**src/rtl/pacman_pkg.sv**
```systemverilog
// Shared pacman types: screen points, map rectangles and default colours.
// Imported by the movement, draw and raster blocks.
package pacman_pkg;

    localparam int MAP_NUM_RECTS = 21;
    localparam int DEF_COLOR_W = 3;

    localparam logic [2:0] DEF_WALL_COLOR = 3'b001;
    localparam logic [2:0] DEF_PAC_COLOR  = 3'b110;
    localparam logic [2:0] DEF_BG_COLOR   = 3'b000;

    typedef struct packed {
        logic [9:0] x;
        logic [8:0] y;
    } point_t;

    typedef struct packed {
        logic [9:0] x0;
        logic [8:0] y0;
        logic [9:0] x1;
        logic [8:0] y1;
    } rect_t;

    typedef enum logic [2:0] {
        S_wall_fetch,
        S_wall_wait,
        S_wall_draw,
        S_idle,
        S_erase,
        S_draw
    } state_t;

    localparam rect_t PAC_START = '{
        x0: 10'd240,
        y0: 9'd300,
        x1: 10'd265,
        y1: 9'd325
    };

    function automatic logic rect_empty(input rect_t r);
        return (r.x0 > r.x1) || (r.y0 > r.y1);
    endfunction

    function automatic rect_t make_rect(input point_t tl,
                                        input point_t br);
        rect_t r;
        r.x0 = tl.x;
        r.y0 = tl.y;
        r.x1 = br.x;
        r.y1 = br.y;
        return r;
    endfunction

endpackage

```
**src/rtl/box_raster.sv**
```systemverilog
// Inclusive raster walk over one box, one pixel per accepted handshake.
// Position and valid hold while the consumer stalls.
module box_raster
    import pacman_pkg::*;
(
    input  logic       clk,
    input  logic       reset,
    input  logic       load,
    input  rect_t      box,
    input  logic       fb_ready,
    output logic [9:0] x,
    output logic [8:0] y,
    output logic       valid,
    output logic       last
);

    logic [9:0] x0;
    logic [9:0] x1;
    logic [8:0] y1;
    logic       row_end;

    assign row_end = (x == x1);
    assign last = valid && fb_ready && row_end && (y == y1);

    always_ff @(posedge clk) begin
        if (!reset) begin
            x     <= '0;
            y     <= '0;
            x0    <= '0;
            x1    <= '0;
            y1    <= '0;
            valid <= 1'b0;
        end else if (load) begin
            x     <= box.x0;
            y     <= box.y0;
            x0    <= box.x0;
            x1    <= box.x1;
            y1    <= box.y1;
            valid <= !rect_empty(box);
        end else if (valid && fb_ready) begin
            if (last) begin
                valid <= 1'b0;
            end else if (row_end) begin
                x <= x0;
                y <= y + 9'd1;
            end else begin
                x <= x + 10'd1;
            end
        end
    end

endmodule

```
**src/rtl/pacman_draw.sv**
```systemverilog
// Framebuffer painter: walls once after reset, then per frame erase the
// previous pacman box and paint the new one.
module pacman_draw
    import pacman_pkg::*;
#(
    parameter int                   NUM_RECTS  = MAP_NUM_RECTS,
    parameter int                   COLOR_W    = DEF_COLOR_W,
    parameter logic [COLOR_W-1:0]   WALL_COLOR = DEF_WALL_COLOR,
    parameter logic [COLOR_W-1:0]   PAC_COLOR  = DEF_PAC_COLOR,
    parameter logic [COLOR_W-1:0]   BG_COLOR   = DEF_BG_COLOR
)
(
    input  logic               clk,
    input  logic               reset,
    input  logic               frame_start,
    input  logic [18:0]        pacman_top_left,
    input  logic [18:0]        pacman_bottom_right,
    output logic [4:0]         rect_addr,
    input  logic [37:0]        curr_rect,
    output logic [9:0]         fb_x,
    output logic [8:0]         fb_y,
    output logic [COLOR_W-1:0] fb_color,
    output logic               fb_we,
    input  logic               fb_ready,
    output logic               busy,
    output logic               walls_done
);

    state_t             ps;
    logic [4:0]         i;
    rect_t              prev;
    rect_t              cur;
    rect_t              snap;
    rect_t              rom_rect;
    rect_t              draw_box;
    rect_t              load_box;
    logic [COLOR_W-1:0] load_color;
    logic               load;
    logic               last;
    logic               accept;
    logic               erase_done;
    logic               wall_adv;
    logic               last_rect;

    assign snap = make_rect(point_t'(pacman_top_left),
                            point_t'(pacman_bottom_right));
    assign rom_rect   = rect_t'(curr_rect);
    assign accept     = (ps == S_idle) && frame_start;
    assign last_rect  = (i == 5'(NUM_RECTS - 1));
    assign draw_box   = accept ? snap : cur;
    assign erase_done = (accept && rect_empty(prev))
                     || ((ps == S_erase) && last);
    assign rect_addr  = i;
    assign busy       = (ps != S_idle);

    // Raster load requests; an empty box skips straight to the next step.
    always_comb begin
        load       = 1'b0;
        load_box   = rom_rect;
        load_color = WALL_COLOR;
        wall_adv   = 1'b0;
        unique case (ps)
            S_wall_wait: begin
                load     = !rect_empty(rom_rect);
                wall_adv = rect_empty(rom_rect);
            end
            S_wall_draw: wall_adv = last;
            S_idle, S_erase: begin
                if (accept && !rect_empty(prev)) begin
                    load       = 1'b1;
                    load_box   = prev;
                    load_color = BG_COLOR;
                end else if (erase_done && !rect_empty(draw_box)) begin
                    load       = 1'b1;
                    load_box   = draw_box;
                    load_color = PAC_COLOR;
                end
            end
            default: ;
        endcase
    end

    // ctrl
    always_ff @(posedge clk) begin
        if (!reset) begin
            ps         <= S_wall_fetch;
            i          <= '0;
            walls_done <= 1'b0;
        end else begin
            unique case (ps)
                S_wall_fetch: ps <= S_wall_wait;
                S_wall_wait, S_wall_draw: begin
                    if (wall_adv) begin
                        if (last_rect) begin
                            walls_done <= 1'b1;
                            ps         <= S_idle;
                        end else begin
                            i  <= i + 5'd1;
                            ps <= S_wall_fetch;
                        end
                    end else if (ps == S_wall_wait) begin
                        ps <= S_wall_draw;
                    end
                end
                S_idle: begin
                    if (accept) begin
                        if (!rect_empty(prev))
                            ps <= S_erase;
                        else if (!rect_empty(snap))
                            ps <= S_draw;
                    end
                end
                S_erase: begin
                    if (last)
                        ps <= rect_empty(cur) ? S_idle : S_draw;
                end
                S_draw: begin
                    if (last)
                        ps <= S_idle;
                end
                default: ps <= S_idle;
            endcase
        end
    end

    // dp
    always_ff @(posedge clk) begin
        if (!reset) begin
            prev     <= PAC_START;
            cur      <= PAC_START;
            fb_color <= BG_COLOR;
        end else begin
            if (accept)
                cur <= snap;
            if (load)
                fb_color <= load_color;
            if (erase_done && rect_empty(draw_box))
                prev <= draw_box;
            if ((ps == S_draw) && last)
                prev <= cur;
        end
    end

    box_raster u_raster (
        .clk      (clk),
        .reset    (reset),
        .load     (load),
        .box      (load_box),
        .fb_ready (fb_ready),
        .x        (fb_x),
        .y        (fb_y),
        .valid    (fb_we),
        .last     (last)
    );

endmodule

```
**config.mk**
```make
export PLATFORM = sky130hd
export DESIGN_NAME = pacman_draw
export DESIGN_NICKNAME = d
export VERILOG_FILES = /design/src/rtl/pacman_pkg.sv /design/src/rtl/box_raster.sv /design/src/rtl/pacman_draw.sv
export SDC_FILE = /design/constraint.sdc
export NUM_CORES = 1
export LEC_CHECK = 0
export ABC_AREA = 1
export CAP_MARGIN = 5
export CORE_ASPECT_RATIO = 0.9
export CORE_UTILIZATION = 39
export CTS_CLUSTER_DIAMETER = 40
export DETAILED_ROUTE_END_ITERATION = 12
export GPL_TIMING_DRIVEN = 0
export SETUP_SLACK_MARGIN = 0.05
export SLEW_MARGIN = 20
export SYNTH_ARGS = -nofsm -noshare
export SYNTH_HDL_FRONTEND = slang
export SYNTH_SLANG_ARGS = --single-unit
```
**constraint.sdc**
```tcl
create_clock -name clk -period 13.85 [get_ports clk]
set_input_delay 2.0775 -clock clk [delete_from_list [all_inputs] [get_ports clk]]
set_output_delay 2.0775 -clock clk [all_outputs]
set_load 0.02 [all_outputs]
```
=== Word-level counts from Yosys, hierarchy flattened ===
Cells that the tools add are included.

* Mux-type cells: 34
* Bitwise logic cells: 1
* Magnitude comparators: 12
* Add/subtract/negate cells: 3
* Eq/ne operators: 15
* Reduce and logical (&&, ||, !) cells: 34

{| class="wikitable"
|+ Operator list
! kind !! number
|-
| $mux 38 || 6
|-
| $gt 10x10->1 || 6
|-
| $gt 9x9->1 || 6
|-
| $mux 10 || 4
|-
| $mux 9 || 4
|-
| $mux 3 || 11
|-
| $pmux 3 s5 || 1
|-
| $add 10x1->10 const B || 1
|-
| $eq 10x10->1 || 1
|-
| $logic_and 1x1->1 || 10
|-
| $add 9x1->9 const B || 1
|-
| $eq 9x9->1 || 1
|-
| $reduce_and 3->1 || 3
|-
| $ne 2x2->1 const B || 4
|-
| $reduce_bool 2->1 || 4
|-
| $logic_or 1x1->1 || 7
|-
| $eq 3x2->1 const B || 2
|-
| $eq 3x3->1 const B || 2
|-
| $ne 3x3->1 const B || 2
|-
| $add 5x1->5 const B || 1
|-
| $eq 5x5->1 const B || 1
|-
| $mux 1 || 5
|-
| $reduce_and 5->1 || 1
|-
| $logic_not 1->1 || 4
|-
| 8 further kinds || 11
|}

* Word-level logic and storage cells: 117
* Flip-flop bits (word level): 137

=== Depth between registers and ports, before layout ===
Gate-level depths: netlist of run 1.

* Depth in word-level cells: 14
* Mapped depth: 36
* Mapped depth without buffers: 32

=== By module ===
Synthesis of run 1 repeated with hierarchy kept, for this count alone.

* Cell total of the unflattened synthesis: 1549
* Area, all modules: 9902.0 µm²

{| class="wikitable"
|+ Modules (own cells, without submodules)
! module !! sequential area each (µm²) !! area each (µm²) !! cells an instance !! instances
|-
| pacman_draw || 1741.7 || 6744.0 || 1065 || 1
|-
| box_raster || 980.9 || 3158.0 || 484 || 1
|}

=== Least setup slack after synthesis of run 1 ===
No wires, ideal clock.

* Path type: input to register
* From: input frame_start
* To: register u_raster.valid
* Arrival: 5.787 ns
* Path slack: 7.993 ns
* Buffers on the path: 4
* Stages on the path: 31
* Cells stage by stage: nand4_2 > buf_6 > inv_1 > clkbuf_1 > clkbuf_1 > nand2_1 > o21ai_0 > inv_1 > ha_1 > a21oi_1 > o21ai_0 > nand2_1 > o2111ai_1 > nand2_1 > nand3_4 > inv_2 > buf_2 > nand2_1 > and3_1 > ha_1 > nand2_1 > nor2_1 > a211oi_1 > o21ai_0 > nand2_1 > nand2_1 > a21oi_1 > nor2_1 > o21ai_0 > nand2_1 > a21oi_1

* Longest elaborated chain between the ends: 13

{| class="wikitable"
|+ Ends and longest elaborated chain
! what !! line !! text
|-
| start: declaration || pacman_draw.sv:15 || <nowiki>input logic frame_start,</nowiki>
|-
| $logic_and 1x1->1 (*) || pacman_draw.sv:48 || <nowiki>assign accept = (ps == S_idle) && frame_start;</nowiki>
|-
| $mux 38 || n/a ||
|-
| $gt 10x10->1 or $gt 9x9->1 (tied branches) || pacman_pkg.sv:41 || <nowiki>return (r.x0 > r.x1) || (r.y0 > r.y1);</nowiki>
|-
| $logic_or 1x1->1 || pacman_pkg.sv:41 ||
|-
| $logic_not 1->1 || pacman_draw.sv:73 || <nowiki>end else if (erase_done && !rect_empty(draw_box)) begin</nowiki>
|-
| $logic_and 1x1->1 || pacman_draw.sv:73 ||
|-
| $mux 38 || pacman_draw.sv:73 ||
|-
| $mux 38 || pacman_draw.sv:69 || <nowiki>if (accept && !rect_empty(prev)) begin</nowiki>
|-
| $mux 38 || pacman_draw.sv:62 || <nowiki>unique case (ps)</nowiki>
|-
| $gt 10x10->1 or $gt 9x9->1 (tied branches) || pacman_pkg.sv:41 ||
|-
| $logic_or 1x1->1 || pacman_pkg.sv:41 ||
|-
| $logic_not 1->1 || box_raster.sv:39 || <nowiki>valid <= !rect_empty(box);</nowiki>
|-
| $mux 1 || box_raster.sv:33 || <nowiki>end else if (load) begin</nowiki>
|-
| end signal: assignment || box_raster.sv:39 ||
|-
| end: declaration || box_raster.sv:13 || <nowiki>output logic valid,</nowiki>
|}

Every way passes the cells marked *; elsewhere a longest branch is shown, timed or not.
A chain may end at the register's enable or synchronous reset.

=== Worst setup path after layout of run 1 ===
Ends and elaborated chain as after synthesis.

==> results.yml, run 1 <==
routing:
  drt_first_pass_iters: 5
  antenna_left: 0
  drtIter0Drc: 827
  finalWirelength_um: 33070
  vias: 10150
  wire_per_inst_um: 16.64
  vias_per_cell: 5.110
  remaining_drc_errors: 0
floorplanning:
  ioPinCount: 110
  die_area_mm2: 0.02616
  die_w_um: 170.4
  rows: 55
  coreArea_mm2: 0.02512
  start_util_pct: 39.62
  die_h_um: 153.5
final_layout:
  utilization_pct: 47.89
  syn_to_final_growth_pct: 20.87
  diodes: 0
  design_area_mm2: 0.01203
  drive_gt1_share_pct: 6.322
  stdcell_count: 1987
  fin_nets: 1829
pwr:
  power_frac_comb_pct: 40.6
  clkPwrFrac_pct: 27.8
  ir_drop_mv: 0.07636
  leakagePower_nw: 5.858
  finalPower_mw: 1.550
  internal_power_uw: 915.8
  pwr-share-seq_pct: 31.6
  power_density_mw_per_mm2: 128.9
  sw_frac_of_total_pct: 40.92
  switching_power_uw: 634.4
clocking:
  ctsHoldBuffers: 0
  clk_pin_slew_ns: 0.06
  cts_setup_buffers: 0
  clock-root-buffer: "clkbuf_16"
  clock_path_buffers: 2
  clock-sinks: 136
  htreeDepth: 4
  cts_resized: 0
  numCtsBuffers: 17
  insertion_delay_ns: 0.43
  cts_tree: "done"
global_routing:
  antenna_found_initial: 0
  grt.total_usage_pct: 26.00
  grt_pass1_vias: 9603
  grt_max_degree: 17
  grt_pass1_wl_um: 51320
  grt-ovfl-total: 0
timing:
  hold_violations: 0
  tightest_slew_ns: 0.9089
  setup_violations: 0
  tns_ns: 0
  drv_slew: 0
  fmax_mhz: 131.4
  period_needed_ns: 7.608
  rsz0062_at_grt: "no"
  setup_slack_ns: 6.242
  finalCritPeriodShare_pct: 54.93
  worst_hold_slack_ns: 0.4616
  skew_ns: 0.01192
  relSlewSlack_pct: 39.41
place:
  placed_area_mm2: 0.01148
  numPortBuffers: 109
  place_hpwl_um: 26980
  place_ws_ns: 5.868
  place_inst: 1955
  place.gp.congestion: 0.9509
hold_path:
  hold_depth: 2
  hp-class: "flip-flop to flip-flop"
synth:
  avgSynthCellArea_um2: 6.616
  ys_ff_latch: 136
  syn_inst: 1504
  synth_nets: 1701
  synth_top_cell_by_area: "dfxtp_1"
  yosysSeqAreaShare_pct: 27.36
  yosysWarnings: 0
  synth_area_leaders: "dfxtp_1 (27%), nand2_1 (15%), ha_1 (15%)"
  syn-cell-area_mm2: 0.009951
  synth_top_area_share_pct: 27.36
  yosysUniqueCellTypes: 47
setup_path:
  cpPeakStageDelay_ns: 0.58
  critPathMostFrequentCell: "nand2_1"
  worstPathArrival_ns: 7.97
  slowest_stage: "clkdlybuf4s50_1"
  crit_path_max_fanout: 10
  critPathKind: "input port to flip-flop"
  start_kind: "input port"
  cp.required_ns: 14.21
  end_kind: "flip-flop"
  r2r_cells: 31
status:
  status: "complete, no violations"
job:
  maxCapViolCount: 0
==> critical path: cells and delay by family <==
family | cells | cell delay, ns
simple gates | 14 | 1.51
fa+ha+maj | 2 | 0.52
compound gates | 8 | 1.37
buf+inv | 8 | 2.49
==> cells in the final DEF, fill, tap and decap left out, types with 6 or more instances in the layout <==
cell type	count
a21oi_1	123
o21ai_0	97
nor3_1	9
nand4_1	33
nand3_1	57
o211ai_1	21
a21boi_0	6
dfxtp_1	136
buf_6	13
buf_4	8
nand2_2	7
o21ai_1	12
or2_2	13
and3_1	9
clkdlybuf4s50_1	109
ha_1	117
nand2_1	409
buf_2	12
nor2_1	95
clkbuf_16	17
clkbuf_1	23
xor2_1	14
nand3b_1	7
inv_1	238
clkinvlp_4	6
==> cells in the mapped netlist (all sizes together) <==
| cell | count |
|---|---|
| nand2 | 418 |
| inv | 245 |
| dfxtp | 136 |
| a21oi | 124 |
| ha | 117 |
| o21ai | 110 |
| nor2 | 97 |
| nand3 | 60 |
| buf | 35 |
| nand4 | 34 |
| clkbuf | 22 |
| o211ai | 22 |
| or2 | 14 |
| xor2 | 14 |
| nor3 | 10 |
| and3 | 9 |
| nand3b | 7 |
| a21boi | 6 |
| xnor2 | 5 |
| o21a | 4 |
| o2111ai | 3 |
| o21bai | 3 |
| a211oi | 2 |
| a21o | 2 |
| a32oi | 1 |
| mux2i | 1 |
| o22ai | 1 |
| o31ai | 1 |
| o41ai | 1 |
==> flip-flops by register name, summed over array words and instances, names as in the netlist <==
name            count
rect_addr           5
fb_color            2
u_raster.y          9
walls_done          1
u_raster.y1         9
u_raster.x0        10
u_raster.valid      1
prev               38
u_raster.x         10
ps                  3
cur                38
u_raster.x1        10
==> layout make-up <==
type | count | area, um2
clock buffers | 20 | 456.7
plain buffers | 57 | 356.6
clock inverters | 12 | 93.84
fillers | 2596 | 13090
multi-input cells | 1066 | 5954
repair buffers | 109 | 1091
flip-flops and latches | 136 | 2723
well taps | 342 | 427.9
inverters | 245 | 924.6
==> power by group through the flow <==
stage	sequential (mW)	combinational, mW	clock, mW
2_1_floorplan	0.507	0.401	0
3_3_place_gp	0.498	0.614	0
3_5_place_dp	0.498	0.621	0
4_1_cts	0.490	0.625	0.435
5_1_grt	0.498	0.710	0.453
6_report	0.490	0.629	0.432
==> metal layers <==
metal  track usage [%]  share of wire [%]  up-vias
li1                  -                  -     5119
met1             35.32                 47     4699
met2             42.12                 45      293
met3             4.041                5.3       43
met4             8.022                2.4        0
met5                 0                  0        -
==> worst paths after layout <==
check,end,slack (ns),start
setup / recovery,u_raster.valid,6.24,frame_start
hold / removal,walls_done,0.46,walls_done
setup reg to reg,u_raster.valid,8.03,ps[1]
hold reg to reg,walls_done,0.46,walls_done
==> cells by family (layout without fill, tap and decap cells) <==
| kind of cell | count (synthesis) | after routing | synth area share [%] |
|---|---|---|---|
| AOI/OAI and AO/OA | 280 | 280 | 15.42 |
| xor gates and xnor gates | 19 | 19 | 1.672 |
| adders and majority gates | 117 | 117 | 14.71 |
| buffers and inverters | 302 | 443 | 12.88 |
| DFF | 136 | 136 | 27.36 |
| muxes | 1 | 1 | 0.1006 |
| and+or+nand+nor | 649 | 649 | 27.86 |
Power figures use the tool's default switching activity.
==> inputs of run 2 (changes only) <==
==> constraint.sdc (replaced) <==
create_clock -name clk -period 6.3 [get_ports clk]
set_input_delay 0.945 -clock clk [delete_from_list [all_inputs] [get_ports clk]]
set_output_delay 0.945 -clock clk [all_outputs]
set_load 0.02 [all_outputs]
==> run 2 against run 1 <==
Core utilization grew 0.085 points. Flip-flop and latch count did not move. Wire length down 0.12%. Sequential share of layout area is essentially flat. Critical endpoint unchanged. Critical path depth is the same. Sequential power rose by 120%. Clock skew increased by 0.00053 ns. Via count shrank 0.25%. Register-to-register slack got worse by 7.1 ns. Largest power group unchanged. Power is 120% higher. Count of clock-buffer cells in the layout did not move.
==> results.yml, run 2 (same netlist as run 1, synthesis figures left out) <==
routing:
  remaining_drc_errors: 0
  vias_per_cell: 5.098
  finalWirelength_um: 33030
  drtIter0Drc: 754
  drt_first_pass_iters: 5
  wire_per_inst_um: 16.62
  vias: 10130
  antenna_left: 0
floorplanning:
  ioPinCount: 110
  rows: 55
  die_h_um: 153.5
  coreArea_mm2: 0.02512
  die_area_mm2: 0.02616
  start_util_pct: 39.62
  die_w_um: 170.4
final_layout:
  drive_gt1_share_pct: 6.505
  utilization_pct: 47.97
  reg_top3: "cur: 38 flops, prev: 38 flops"
  filler_cell_count: 2592
  syn_to_final_growth_pct: 21.09
  final_cell_mix: "nand2_1 (409), inv_1 (237), dfxtp_1 (136)"
  diodes: 0
  multi_input_area_mm2: 0.005954
  fin_nets: 1829
  stdcell_count: 1987
  regArea_mm2: 0.002723
  mostFrequentLayoutCell: "nand2_1"
timing:
  period_needed_ns: 5.918
  skew_ns: 0.01244
  finalCritPeriodShare_pct: 93.94
  hold_violations: 0
  rsz0062_at_grt: "no"
  tns_ns: 0
  setup_violations: 0
  worst_hold_slack_ns: 0.4566
  relSlewSlack_pct: 39.89
  tightest_slew_ns: 0.9016
  drv_slew: 0
  fmax_mhz: 169.0
setup_path:
  regToRegSetupSlack_ns: 0.96
  critPathMostFrequentCell: "nand2_1"
  r2r_cells: 32
  end_kind: "flip-flop"
  cp.required_ns: 6.66
  r2r_end: "u_raster.valid"
  critPathKind: "input port to flip-flop"
  start_kind: "input port"
  cpPeakStageDelay_ns: 0.51
  slowest_stage: "clkdlybuf4s50_1"
  worstPathArrival_ns: 6.28
  cp-startpoint: "frame_start"
  cp-endpoint: "u_raster.valid"
  crit_path_max_fanout: 10
  rr_startpoint: "ps[2]"
pwr:
  sw_frac_of_total_pct: 40.90
  switching_power_mw: 1.395
  ir_drop_mv: 0.1681
  clkPwrFrac_pct: 27.8
  finalPower_mw: 3.410
  power_density_mw_per_mm2: 283.0
  pwr-share-seq_pct: 31.6
  power_frac_comb_pct: 40.6
  leakagePower_nw: 5.854
  internal_power_mw: 2.015
status:
  status: "complete, no violations"
hold_path:
  hp-class: "flip-flop to flip-flop"
clocking:
  clock-sinks: 136
  clk_pin_slew_ns: 0.06
  cts_setup_buffers: 0
  insertion_delay_ns: 0.43
  clock-root-buffer: "clkbuf_16"
  cts_tree: "done"
  htreeDepth: 4
  clock_path_buffers: 2
  numCtsBuffers: 17
global_routing:
  grt_pass1_vias: 9603
  grt.total_usage_pct: 26.00
  grt_max_degree: 17
  grt_pass1_wl_um: 51320
  grt-ovfl-total: 0
  antenna_found_initial: 0
place:
  place_inst: 1955
  place.gp.congestion: 0.9509
  numPortBuffers: 109
  place_hpwl_um: 26980
job:
  maxCapViolCount: 0
run 2: stage by stage:
| step | area [um2] | setup slack [ns] |
|---|---|---|
| 2_1_floorplan | 9951 | 1.575 |
| 3_3_place_gp | 11470 | -0.5761 |
| 3_5_place_dp | 11480 | -0.5495 |
| 4_1_cts | 12030 | 0.05721 |
| 5_1_grt | 12050 | 0.06688 |
| 6_report | 12050 | 0.3820 |
run 2: worst max-delay path: cells and delay by family:
family	cells	cell delay (ns)
buffers and inverters	8	1.84
AND/OR/NAND/NOR	15	1.62
AO/OA/AOI/OAI	7	1.23
adder cells (fa/ha/maj)	2	0.61
run 2: what timing repair did:
item                       CTS  global route
gates resized for setup      1            17
setup endpoints to repair    1             1
cloned                       0             0
hold buffers                 0             0
run 2: routing by layer:
| metal | vias up | global-route usage [%] | wire length, um |
|---|---|---|---|
| li1 | 5118 | - | - |
| met1 | 4694 | 35.32 | 15690 |
| met5 | - | 0 | 0 |
| met3 | 45 | 4.041 | 1626 |
| met4 | 0 | 8.022 | 803 |
| met2 | 272 | 42.12 | 14910 |
run 2: cell type report:
| class | count | share of cell area, % |
|---|---|---|
| Tap cell | 342 | 3.551 |
| Timing Repair Buffer | 109 | 9.055 |
| Clock inverter | 12 | 0.7788 |
| Multi-Input combinational cell | 1066 | 49.42 |
| Sequential cell | 136 | 22.60 |
| Clock buffer | 20 | 3.790 |
| Inverter | 245 | 7.726 |
| Buffer | 57 | 3.084 |
run 2: worst min-delay path by stage:
stage	startpoint	endpoint	slack [ns]	cells after the start
2_1_floorplan	prev[28]	prev[28]	0.44	2
3_3_place_gp	prev[19]	prev[19]	0.45	2
3_5_place_dp	walls_done	walls_done	0.44	2
4_1_cts	walls_done	walls_done	0.46	2
5_1_grt	u_raster.x0[7]	u_raster.x0[7]	0.48	2
6_report	walls_done	walls_done	0.46	2
run 2: power by group through the flow:
stage          Clock [mW]  Sequential, mW  Combinational (mW)
2_1_floorplan           0            1.11               0.882
3_3_place_gp            0            1.09                1.35
3_5_place_dp            0            1.09                1.37
4_1_cts             0.957            1.08                1.37
5_1_grt             0.995            1.09                1.56
6_report            0.949            1.08                1.38
==> inputs of run 3 (changes only) <==
--- a/config.mk
+++ b/config.mk
@@ -6,6 +6,7 @@
 export NUM_CORES = 1
 export LEC_CHECK = 0
 export ABC_AREA = 1
+export ABC_CLOCK_PERIOD_IN_PS = 6300
 export CAP_MARGIN = 5
 export CORE_ASPECT_RATIO = 0.9
 export CORE_UTILIZATION = 39
==> results of run 3 <==
Final layout, timing and power as in run 2 (identical DEF).
